$ cat src/rtl/axis_pkt_echo_if.sv
// AXI-stream bundle for axis_pkt_echo: valid/ready handshake plus data, byte keep and last.
// The producer side uses the master modport and the consumer side uses the slave modport.
interface axis_pkt_echo_if #(
    parameter int DATA_W = 16
);
    localparam int KEEP_W = DATA_W / 8;

    logic              valid;
    logic              ready;
    logic [DATA_W-1:0] data;
    logic [KEEP_W-1:0] keep;
    logic              last;

    modport master (output valid, output data, output keep, output last, input ready);
    modport slave  (input valid, input data, input keep, input last, output ready);
endinterface

$ cat src/rtl/axis_pkt_echo.sv
// Store-and-forward AXI-stream packet echo: buffers up to DEPTH beats, then replays them.
// Define AXIS_PKT_ECHO_DROP_CNT_EN to add a saturating 16-bit drop_count output.
module axis_pkt_echo #(
    parameter  int DATA_W = 16,
    parameter  int DEPTH  = 4,
    localparam int KEEP_W = DATA_W / 8,
    localparam int PTR_W  = $clog2(DEPTH),
    localparam int LEN_W  = $clog2(DEPTH + 1)
) (
    input  logic             clk,
    input  logic             reset,
    axis_pkt_echo_if.slave   r,
    axis_pkt_echo_if.master  t,
    output logic             busy,
    output logic [LEN_W-1:0] pkt_len,
    output logic             overflow
`ifdef AXIS_PKT_ECHO_DROP_CNT_EN
    ,
    output logic [15:0]      drop_count
`endif
);

    typedef enum logic [1:0] {RECV, SEND, DROP} state_t;

    localparam logic [PTR_W-1:0] LAST_PTR = PTR_W'(DEPTH - 1);

    state_t             state_q, state_d;
    logic [PTR_W-1:0]   wr_ptr_q, wr_ptr_d;
    logic [PTR_W-1:0]   rd_ptr_q, rd_ptr_d;
    logic [LEN_W-1:0]   pkt_len_q, pkt_len_d;
    logic               overflow_q, overflow_d;
    logic               wr_en;
    logic               t_last_int;

    logic [DATA_W-1:0]  data_mem [DEPTH];
    logic [KEEP_W-1:0]  keep_mem [DEPTH];

    // Handshake outputs come from the state register alone so neither side sees a combinational path.
    assign r.ready    = (state_q != SEND);
    assign t.valid    = (state_q == SEND);
    assign t.data     = data_mem[rd_ptr_q];
    assign t.keep     = keep_mem[rd_ptr_q];
    assign t_last_int = (state_q == SEND) && (LEN_W'(rd_ptr_q) == pkt_len_q - LEN_W'(1));
    assign t.last     = t_last_int;

    assign busy     = (state_q != RECV);
    assign pkt_len  = pkt_len_q;
    assign overflow = overflow_q;

    always_comb begin
        state_d    = state_q;
        wr_ptr_d   = wr_ptr_q;
        rd_ptr_d   = rd_ptr_q;
        pkt_len_d  = pkt_len_q;
        overflow_d = 1'b0;
        wr_en      = 1'b0;
        case (state_q)
            RECV: begin
                if (r.valid) begin
                    wr_en = 1'b1;
                    if (r.last) begin
                        pkt_len_d = LEN_W'(wr_ptr_q) + LEN_W'(1);
                        rd_ptr_d  = '0;
                        state_d   = SEND;
                    end else if (wr_ptr_q == LAST_PTR) begin
                        state_d = DROP;
                    end else begin
                        wr_ptr_d = wr_ptr_q + PTR_W'(1);
                    end
                end
            end
            DROP: begin
                if (r.valid && r.last) begin
                    overflow_d = 1'b1;
                    wr_ptr_d   = '0;
                    state_d    = RECV;
                end
            end
            SEND: begin
                if (t.ready) begin
                    if (t_last_int) begin
                        wr_ptr_d  = '0;
                        rd_ptr_d  = '0;
                        pkt_len_d = '0;
                        state_d   = RECV;
                    end else begin
                        rd_ptr_d = rd_ptr_q + PTR_W'(1);
                    end
                end
            end
            default: state_d = RECV;
        endcase
    end

    always_ff @(posedge clk) begin
        if (reset) begin
            state_q    <= RECV;
            wr_ptr_q   <= '0;
            rd_ptr_q   <= '0;
            pkt_len_q  <= '0;
            overflow_q <= 1'b0;
        end else begin
            state_q    <= state_d;
            wr_ptr_q   <= wr_ptr_d;
            rd_ptr_q   <= rd_ptr_d;
            pkt_len_q  <= pkt_len_d;
            overflow_q <= overflow_d;
        end
    end

    // Buffer contents need no reset; pkt_len gates what is ever read back.
    always_ff @(posedge clk) begin
        if (wr_en) begin
            data_mem[wr_ptr_q] <= r.data;
            keep_mem[wr_ptr_q] <= r.keep;
        end
    end

`ifdef AXIS_PKT_ECHO_DROP_CNT_EN
    logic [15:0] drop_cnt_q, drop_cnt_d;

    always_comb begin
        drop_cnt_d = drop_cnt_q;
        if (overflow_d && (drop_cnt_q != 16'hFFFF)) begin
            drop_cnt_d = drop_cnt_q + 16'd1;
        end
    end

    always_ff @(posedge clk) begin
        if (reset) begin
            drop_cnt_q <= '0;
        end else begin
            drop_cnt_q <= drop_cnt_d;
        end
    end

    assign drop_count = drop_cnt_q;
`endif

endmodule
$ cat src/flat_wrapper.sv
// flat-port wrapper written by rule: the top's interface ports become plain ports
module axis_pkt_echo_flat 
#(
    parameter  int DATA_W = 16,
    parameter  int DEPTH  = 4,
    localparam int KEEP_W = DATA_W / 8,
    localparam int PTR_W  = $clog2(DEPTH),
    localparam int LEN_W  = $clog2(DEPTH + 1)
)
  (clk, reset, busy, pkt_len, overflow, r_valid, r_data, r_keep, r_last, r_ready, t_valid, t_data, t_keep, t_last, t_ready);
  axis_pkt_echo_if #(.DATA_W(DATA_W)) r_i ();
  axis_pkt_echo_if #(.DATA_W(DATA_W)) t_i ();
  input  logic clk;
  input  logic reset;
  output logic busy;
  output logic [LEN_W-1:0] pkt_len;
  output logic overflow;
  input wire logic [$bits(r_i.valid)-1:0] r_valid;
  input wire logic [$bits(r_i.data)-1:0] r_data;
  input wire logic [$bits(r_i.keep)-1:0] r_keep;
  input wire logic [$bits(r_i.last)-1:0] r_last;
  output wire logic [$bits(r_i.ready)-1:0] r_ready;
  output wire logic [$bits(t_i.valid)-1:0] t_valid;
  output wire logic [$bits(t_i.data)-1:0] t_data;
  output wire logic [$bits(t_i.keep)-1:0] t_keep;
  output wire logic [$bits(t_i.last)-1:0] t_last;
  input wire logic [$bits(t_i.ready)-1:0] t_ready;
  assign r_i.valid = r_valid;
  assign r_i.data = r_data;
  assign r_i.keep = r_keep;
  assign r_i.last = r_last;
  assign r_ready = r_i.ready;
  assign t_valid = t_i.valid;
  assign t_data = t_i.data;
  assign t_keep = t_i.keep;
  assign t_last = t_i.last;
  assign t_i.ready = t_ready;
  axis_pkt_echo #(.DATA_W(DATA_W), .DEPTH(DEPTH)) u_core (.clk(clk), .reset(reset), .r(r_i), .t(t_i), .busy(busy), .pkt_len(pkt_len), .overflow(overflow));
endmodule
$ cat config.mk
export PLATFORM = sky130hd
export DESIGN_NAME = axis_pkt_echo_flat
export DESIGN_NICKNAME = d
export VERILOG_FILES = /design/src/rtl/axis_pkt_echo_if.sv /design/src/rtl/axis_pkt_echo.sv /design/src/flat_wrapper.sv
export SDC_FILE = /design/constraint.sdc
export NUM_CORES = 1
export LEC_CHECK = 0
export CORE_ASPECT_RATIO = 2
export CORE_UTILIZATION = 48
export CTS_CLUSTER_SIZE = 30
export DETAILED_ROUTE_END_ITERATION = 6
export PLACE_DENSITY = 0.75
export RECOVER_POWER = 25
export SYNTH_ARGS = -nofsm -noshare
export SYNTH_HDL_FRONTEND = slang
export SYNTH_SLANG_ARGS = --single-unit
export TNS_END_PERCENT = 1
$ cat constraint.sdc
create_clock -name clk -period 1.8 [get_ports clk]
set_clock_uncertainty 0.15 [all_clocks]
set_input_delay 0.36 -clock clk [delete_from_list [all_inputs] [get_ports clk]]
set_output_delay 0.36 -clock clk [all_outputs]
set_load 0.02 [all_outputs]
==> metrics.txt <==
outcome=finished, violations left; violations in the final reports=setup timing; buffer type at the clock tree root=clkbuf_16; worst slew margin relative to its limit=82.3%; post-synthesis sequential element count=84; count of nets left with antenna violations after detail routing=0; wire length of the first global-routing pass=9720 um; clock tree from TritonCTS=yes; peak ir drop on the vdd network=0.652 mV; DPL Wire Length=4140 um; CP peak stage delay=530 ps; data required time at the worst endpoint=1290 ps; Leak=1.60 nW; Chip Width=60.9 um; initial antenna violation count=0; number of antenna diodes=0; number of buffers inserted during clock tree synthesis=9; part of the Yosys area used for sequential elements=72.0%; 1st-pass router iterations=4; WHS=435 ps; final cycle utilization of the critical path=113%; starting density of the core=50.0%; Crit Path Class=register to output port; unrepaired setup endpoints after global routing=yes; met2 usage in global routing=33.0%; met3 track demand over resource in global routing=5.60%; Final Total Pwr=0.00440 W; Post-Route WL=6030 um; grt met1 use=20.1%; number of standard cells after synthesis=174; CTS HTree Levels=3; maximum fanout count along the critical path=6; number of distinct standard cells referenced by the synthesized netlist=37; cell row count=42; top-level port count=49; overall die height=120 um; synthesized cell area=3340 sq um; buffer and inverter count on the worst path=2; post-synth net total=206; endpoints failing setup=23; total die area=7310 sq um; maximum number of buffers from clock root to sink=2; cell-by-cell trace of the critical path=buf_8, mux4_2, buf_6; Data arrival, critical path=1530 ps; kind of cell adding the most delay to the critical path=multiplexers; number of buffers added for setup after CTS=0; area growth from synthesis to final layout=35.5%; Slew Viols, Final=0; vias per cell=5.33; post-synthesis average cell area=19.2 sq um; fraction of layout cells with a size suffix above 1=42.6%; path type of the worst min-delay path=register to register; cell with the largest stage delay on the worst path=mux4_2; DRC marker count from the first detailed-route iteration=92; global route overflow=0; DRC viols=0; nets=292; Final Hold Fails=0; pin count of the biggest net entering global routing=19; overall fraction of global-route tracks in use=19.2%; post-CTS clock slew at the launch and capture registers of the worst setup and hold paths=60 ps; power density over the cells=973 nW/um^2; vias in the first global route=2035; type of element capturing the critical path=output port; FMAX=0.490 GHz; vias=1882; source-to-sink clock delay at the later pin of the worst-skew pair=330 ps; worst slack at placement=-365 ps; Max Cap Violations=0; gr busiest metal=met2; worst slew pin tran=265 ps; time the final worst path needs with I/O delays and setup=2040 ps; critical path launch point type=register; routability congestion estimate from global placement=0.804; Avg WL per Cell=17.1 um; commonest non-fill, non-tap cells in the layout=72 x edfxtp_1, 25 x buf_4, 18 x mux4_2, 14 x buf_2, 13 x clkdlybuf4s50_1; quantity of I/O buffers inserted on ports=48; core footprint=6670 sq um; most common library cell in the layout ignoring fill and taps=edfxtp_1; number of sinks handled by clock tree synthesis=84; fin worst setup slack=-242 ps; warning count from the yosys run=0
final timing paths:
path,start,endpoint,slack [ps],depth (start not counted)
hold reg to reg,u_core.rd_ptr_q[0],register,440,2
setup / recovery,register,t_data[1],-240,3
setup reg to reg,u_core.pkt_len[1],u_core.wr_ptr_q[0],-90,7
hold / removal,u_core.rd_ptr_q[0],register,440,2
registers in the layout (all words and copies together) (netlist names), named ones only:
| name | count |
|---|---|
| u_core.rd_ptr_q | 2 |
| u_core.overflow | 1 |
| u_core.state_q | 2 |
| u_core.data_mem | 64 |
| u_core.pkt_len | 3 |
| u_core.keep_mem | 8 |
| u_core.wr_ptr_q | 2 |
through the flow:
| step | instances | area (sq um) | util, % | TNS [ps] |
|---|---|---|---|---|
| CTS | 353 | 4480 | 67.2 | -4730 |
| floorplan | 174 | 3380 | - | -385 |
| global route | 353 | 4520 | 67.7 | -5490 |
| detailed placement | 337 | 4250 | 63.7 | -10830 |
| global placement | 337 | 4250 | 63.7 | -9900 |
| finish | 353 | 4520 | 67.7 | -4300 |
cells in the mapped netlist:
master	number	area, sq um
ha_1	9	113
xnor2_1	1	8.76
a21o_1	1	7.51
o21a_1	1	7.51
buf_2	2	10.0
nand2_1	3	11.3
o41ai_1	1	8.76
nand4b_1	1	8.76
nor2_1	2	7.51
nand3_1	1	5.00
clkbuf_1	2	7.51
and3_2	4	30.0
clkbuf_2	1	5.00
or4_1	1	7.51
a31oi_1	3	18.8
nor3b_1	1	7.51
a41oi_2	1	16.3
xor2_2	2	32.5
nand2_2	1	6.26
nor4_1	1	6.26
mux4_2	18	405
nand2b_1	2	12.5
a41o_1	1	10.0
a22o_1	4	35.0
a2111o_1	1	11.3
nand3b_1	1	7.51
mux2i_1	1	10.0
o21ai_0	3	15.0
or3_1	2	12.5
edfxtp_1	72	2160
dfxtp_1	12	240
buf_1	1	3.75
and2b_1	1	7.51
a21oi_1	6	30.0
a311oi_1	1	8.76
inv_1	8	30.0
a31o_2	1	8.76
routing by layer:
metal | share of wire [%] | wire length, um
met5 | 0 | 0
met4 | 3.5 | 211
met3 | 4.2 | 255
met2 | 57 | 3420
met1 | 36 | 2140
tightest hold or removal path, cell delays in order, from the launching register on:
cell	delay (ps)
dfxtp_1	380
nand2_1	110
a21oi_2	60
power by group:
part	internal (W)	total, W	switching [W]
logic	0.000276	0.000551	0.000276
clock network	0.000930	0.00163	0.000698
registers	0.00220	0.00222	0.0000220
total	0.00340	0.00440	0.000996
final cells by class:
class	count	area [sq um]
Clock buffer	10	229
Clock inverter	6	40.0
Fill cell	479	2150
Inverter	8	30.0
Multi-Input combinational cell	76	952
Sequential cell	84	2410
Tap cell	88	110
Timing Repair Buffer	81	743
logic make-up after synthesis:
logic type / after synthesis / share of synthesized area [%]
flops: 84 / 72.0
compound gates: 24 / 5.33
simple gates: 21 / 3.90
mux: 19 / 12.5
buf+inv: 14 / 1.69
fa+ha+maj: 9 / 3.38
xor+xnor: 3 / 1.24
repair_timing:
item,4_1_cts,5_1_grt
endpoints found under the setup margin,32,30
pin swaps,1,3
hold buffers,0,0
gates resized for setup,108,17
(Power assumes the default switching activity.)
==> RTL change, RTL diff (config.mk and constraints unchanged) <==
Register the output `overflow` once more, with the module's reset; this adds one clock of latency there. The other outputs are not delayed to match.
--- a/src/rtl/axis_pkt_echo.sv
+++ b/src/rtl/axis_pkt_echo.sv
@@ -45,7 +45,13 @@
 
     assign busy     = (state_q != RECV);
     assign pkt_len  = pkt_len_q;
-    assign overflow = overflow_q;
+    always_ff @(posedge clk) begin
+        if (reset) begin
+            overflow <= '0;
+        end else begin
+            overflow <= overflow_q;
+        end
+    end
 
     always_comb begin
         state_d    = state_q;
Function: changed (Yosys sat finds a counterexample within 10 cycles, from zero or initial values and one cycle with reset high).
==> RTL change against the unedited design <==
The run still ends with negative setup slack left; first-iteration DRC count fell by 35%; clock power rose by 9%; final area rose by 4.7%; power rose by 4.7%; synthesized cell count rose by 1.1%; critical path depth did not move; routed wire length rose by 3.8%; worst setup slack got worse by 0.014 ns; sequential cell count rose by 1; synthesized area rose by 0.79%; sequential share of layout area fell by 2.0 points; register-to-register slack got worse by 0.04 ns; critical endpoint is now t_data[7]; largest power group unchanged.
==> RTL change: results (changes against the unedited design) <==
status finished with violations; failing checks negative setup slack; post-synthesis net count 208 (+0.97%); Max IR drop VDD 0.6711 mV (+3.0%); dpl cell area 0.004342 sq mm (+2.1%); adder-cell share of the synthesized area 0.03349 (-0.0002638); layout cells sized above 1 0.4727 (+0.04631); fillers 461 (-3.8%); static leakage 0.001701 uW (+6.3%); Tot GR Track Use 0.1949 (+0.002515); Post-synth top cells edfxtp_1 (72), mux4_2 (18), dfxtp_1 (13); Netlist cell types 37 (unchanged); RR Startpoint u_core.pkt_len[0]; Worst-Margin Slew 0.3304 ns (+0.06579 ns); GP Congestion 0.8133 (+1.1%); complex-gate fraction of the synthesized area 0.05285 (-0.0004163); Post-Synth XOR/XNOR Area 0.01228 (-0.00009674); first-pass GRT wire length 10010 microns (+3.0%); post-synthesis mux area share 0.1236 (-0.0009733); fin nets 302 (+3.4%); Setup WS post-layout -0.2561 ns (-0.01428 ns); Synth area leaders edfxtp_1 (64%), mux4_2 (12%), dfxtp_1 (7.7%); critical path fanouts, max 5 (-1); Vias/cell 5.311 (-0.38%); drt wl/cell 17.23 microns (+0.92%); min-delay src u_core.overflow_q; DP Wirelength 4468 microns (+8.0%); sequential-to-total area share from yosys stat 0.7205 (about the same); initial DRC count 60 (-35%); Setup Viol. Count Final 24 (+4.3%)
==> RTL change: repair_timing <==
action                     4_1_cts  5_1_grt
cloned                           0        1
resized for setup              101       36
hold buffers                     0        0
setup endpoints to repair       33       33
pin swaps                        0        4
hold endpoints to repair         0        0
==> RTL change: path summary, 6_finish.rpt <==
path	endpoint	slack [ns]	cells past startpoint
worst max register to register	u_core.wr_ptr_q[0]	-0.13	7
worst min register to register	u_core.overflow	0.29	1
worst min-delay path	u_core.overflow	0.29	1
worst max-delay path	t_data[7]	-0.26	3
==> RTL change: worst max-delay path: cells and delay by family, from the launching register on <==
| kind | cells | cell delay, ns |
|---|---|---|
| buffers and inverters | 2 | 0.32 |
| DFF | 1 | 0.40 |
| muxes | 1 | 0.51 |
==> RTL change: kinds of logic (layout without fill, tap and decap cells) <==
| group | Yosys count | after routing |
|---|---|---|
| multiplexers | 19 | 19 |
| buffers and inverters | 14 | 113 |
| AO/OA/AOI/OAI | 24 | 24 |
| XOR/XNOR | 3 | 3 |
| flip-flops | 85 | 85 |
| adder cells (fa/ha/maj) | 9 | 9 |
| AND/OR/NAND/NOR | 22 | 22 |
==> RTL change: where the power goes <==
part           internal [uW]  switching, uW  total, uW
sequential              2220           21.8       2240
clock                   1080            690       1770
combinational            305            292        597
==> RTL change: metal layers <==
metal	wire length [microns]	global-route usage
met2	3811	0.3689
met3	193	0.04385
met4	148	0.08523
met1	2102	0.1839
met5	0	0
==> RTL change: area by class of cell <==
| class | instances | area (sq um) | area share |
|---|---|---|---|
| clock buffer | 9 | 225.2 | 0.04759 |
| multi-input combinational | 77 | 1008 | 0.2131 |
| sequential | 85 | 2436 | 0.5148 |
| clock inverter | 7 | 73.82 | 0.01560 |
| timing repair buffer | 89 | 848.3 | 0.1793 |
| tap | 88 | 110.1 | 0.02327 |
| inverter | 8 | 30.03 | 0.006346 |
==> RTL change: stage by stage <==
step                      worst slack [ns]  TNS [ns]    util  cells  total power [uW]
after global routing               -0.3043    -6.152  0.7090    363              4771
after floorplan                   -0.06136   -0.3853       -    176              2551
after global placement             -0.3829    -11.44  0.6505    346              2852
after CTS                          -0.2816    -5.103  0.6854    362              4607
final                              -0.2561    -4.582  0.7090    363              4604
after detailed placement           -0.4397    -14.14  0.6505    346              2867
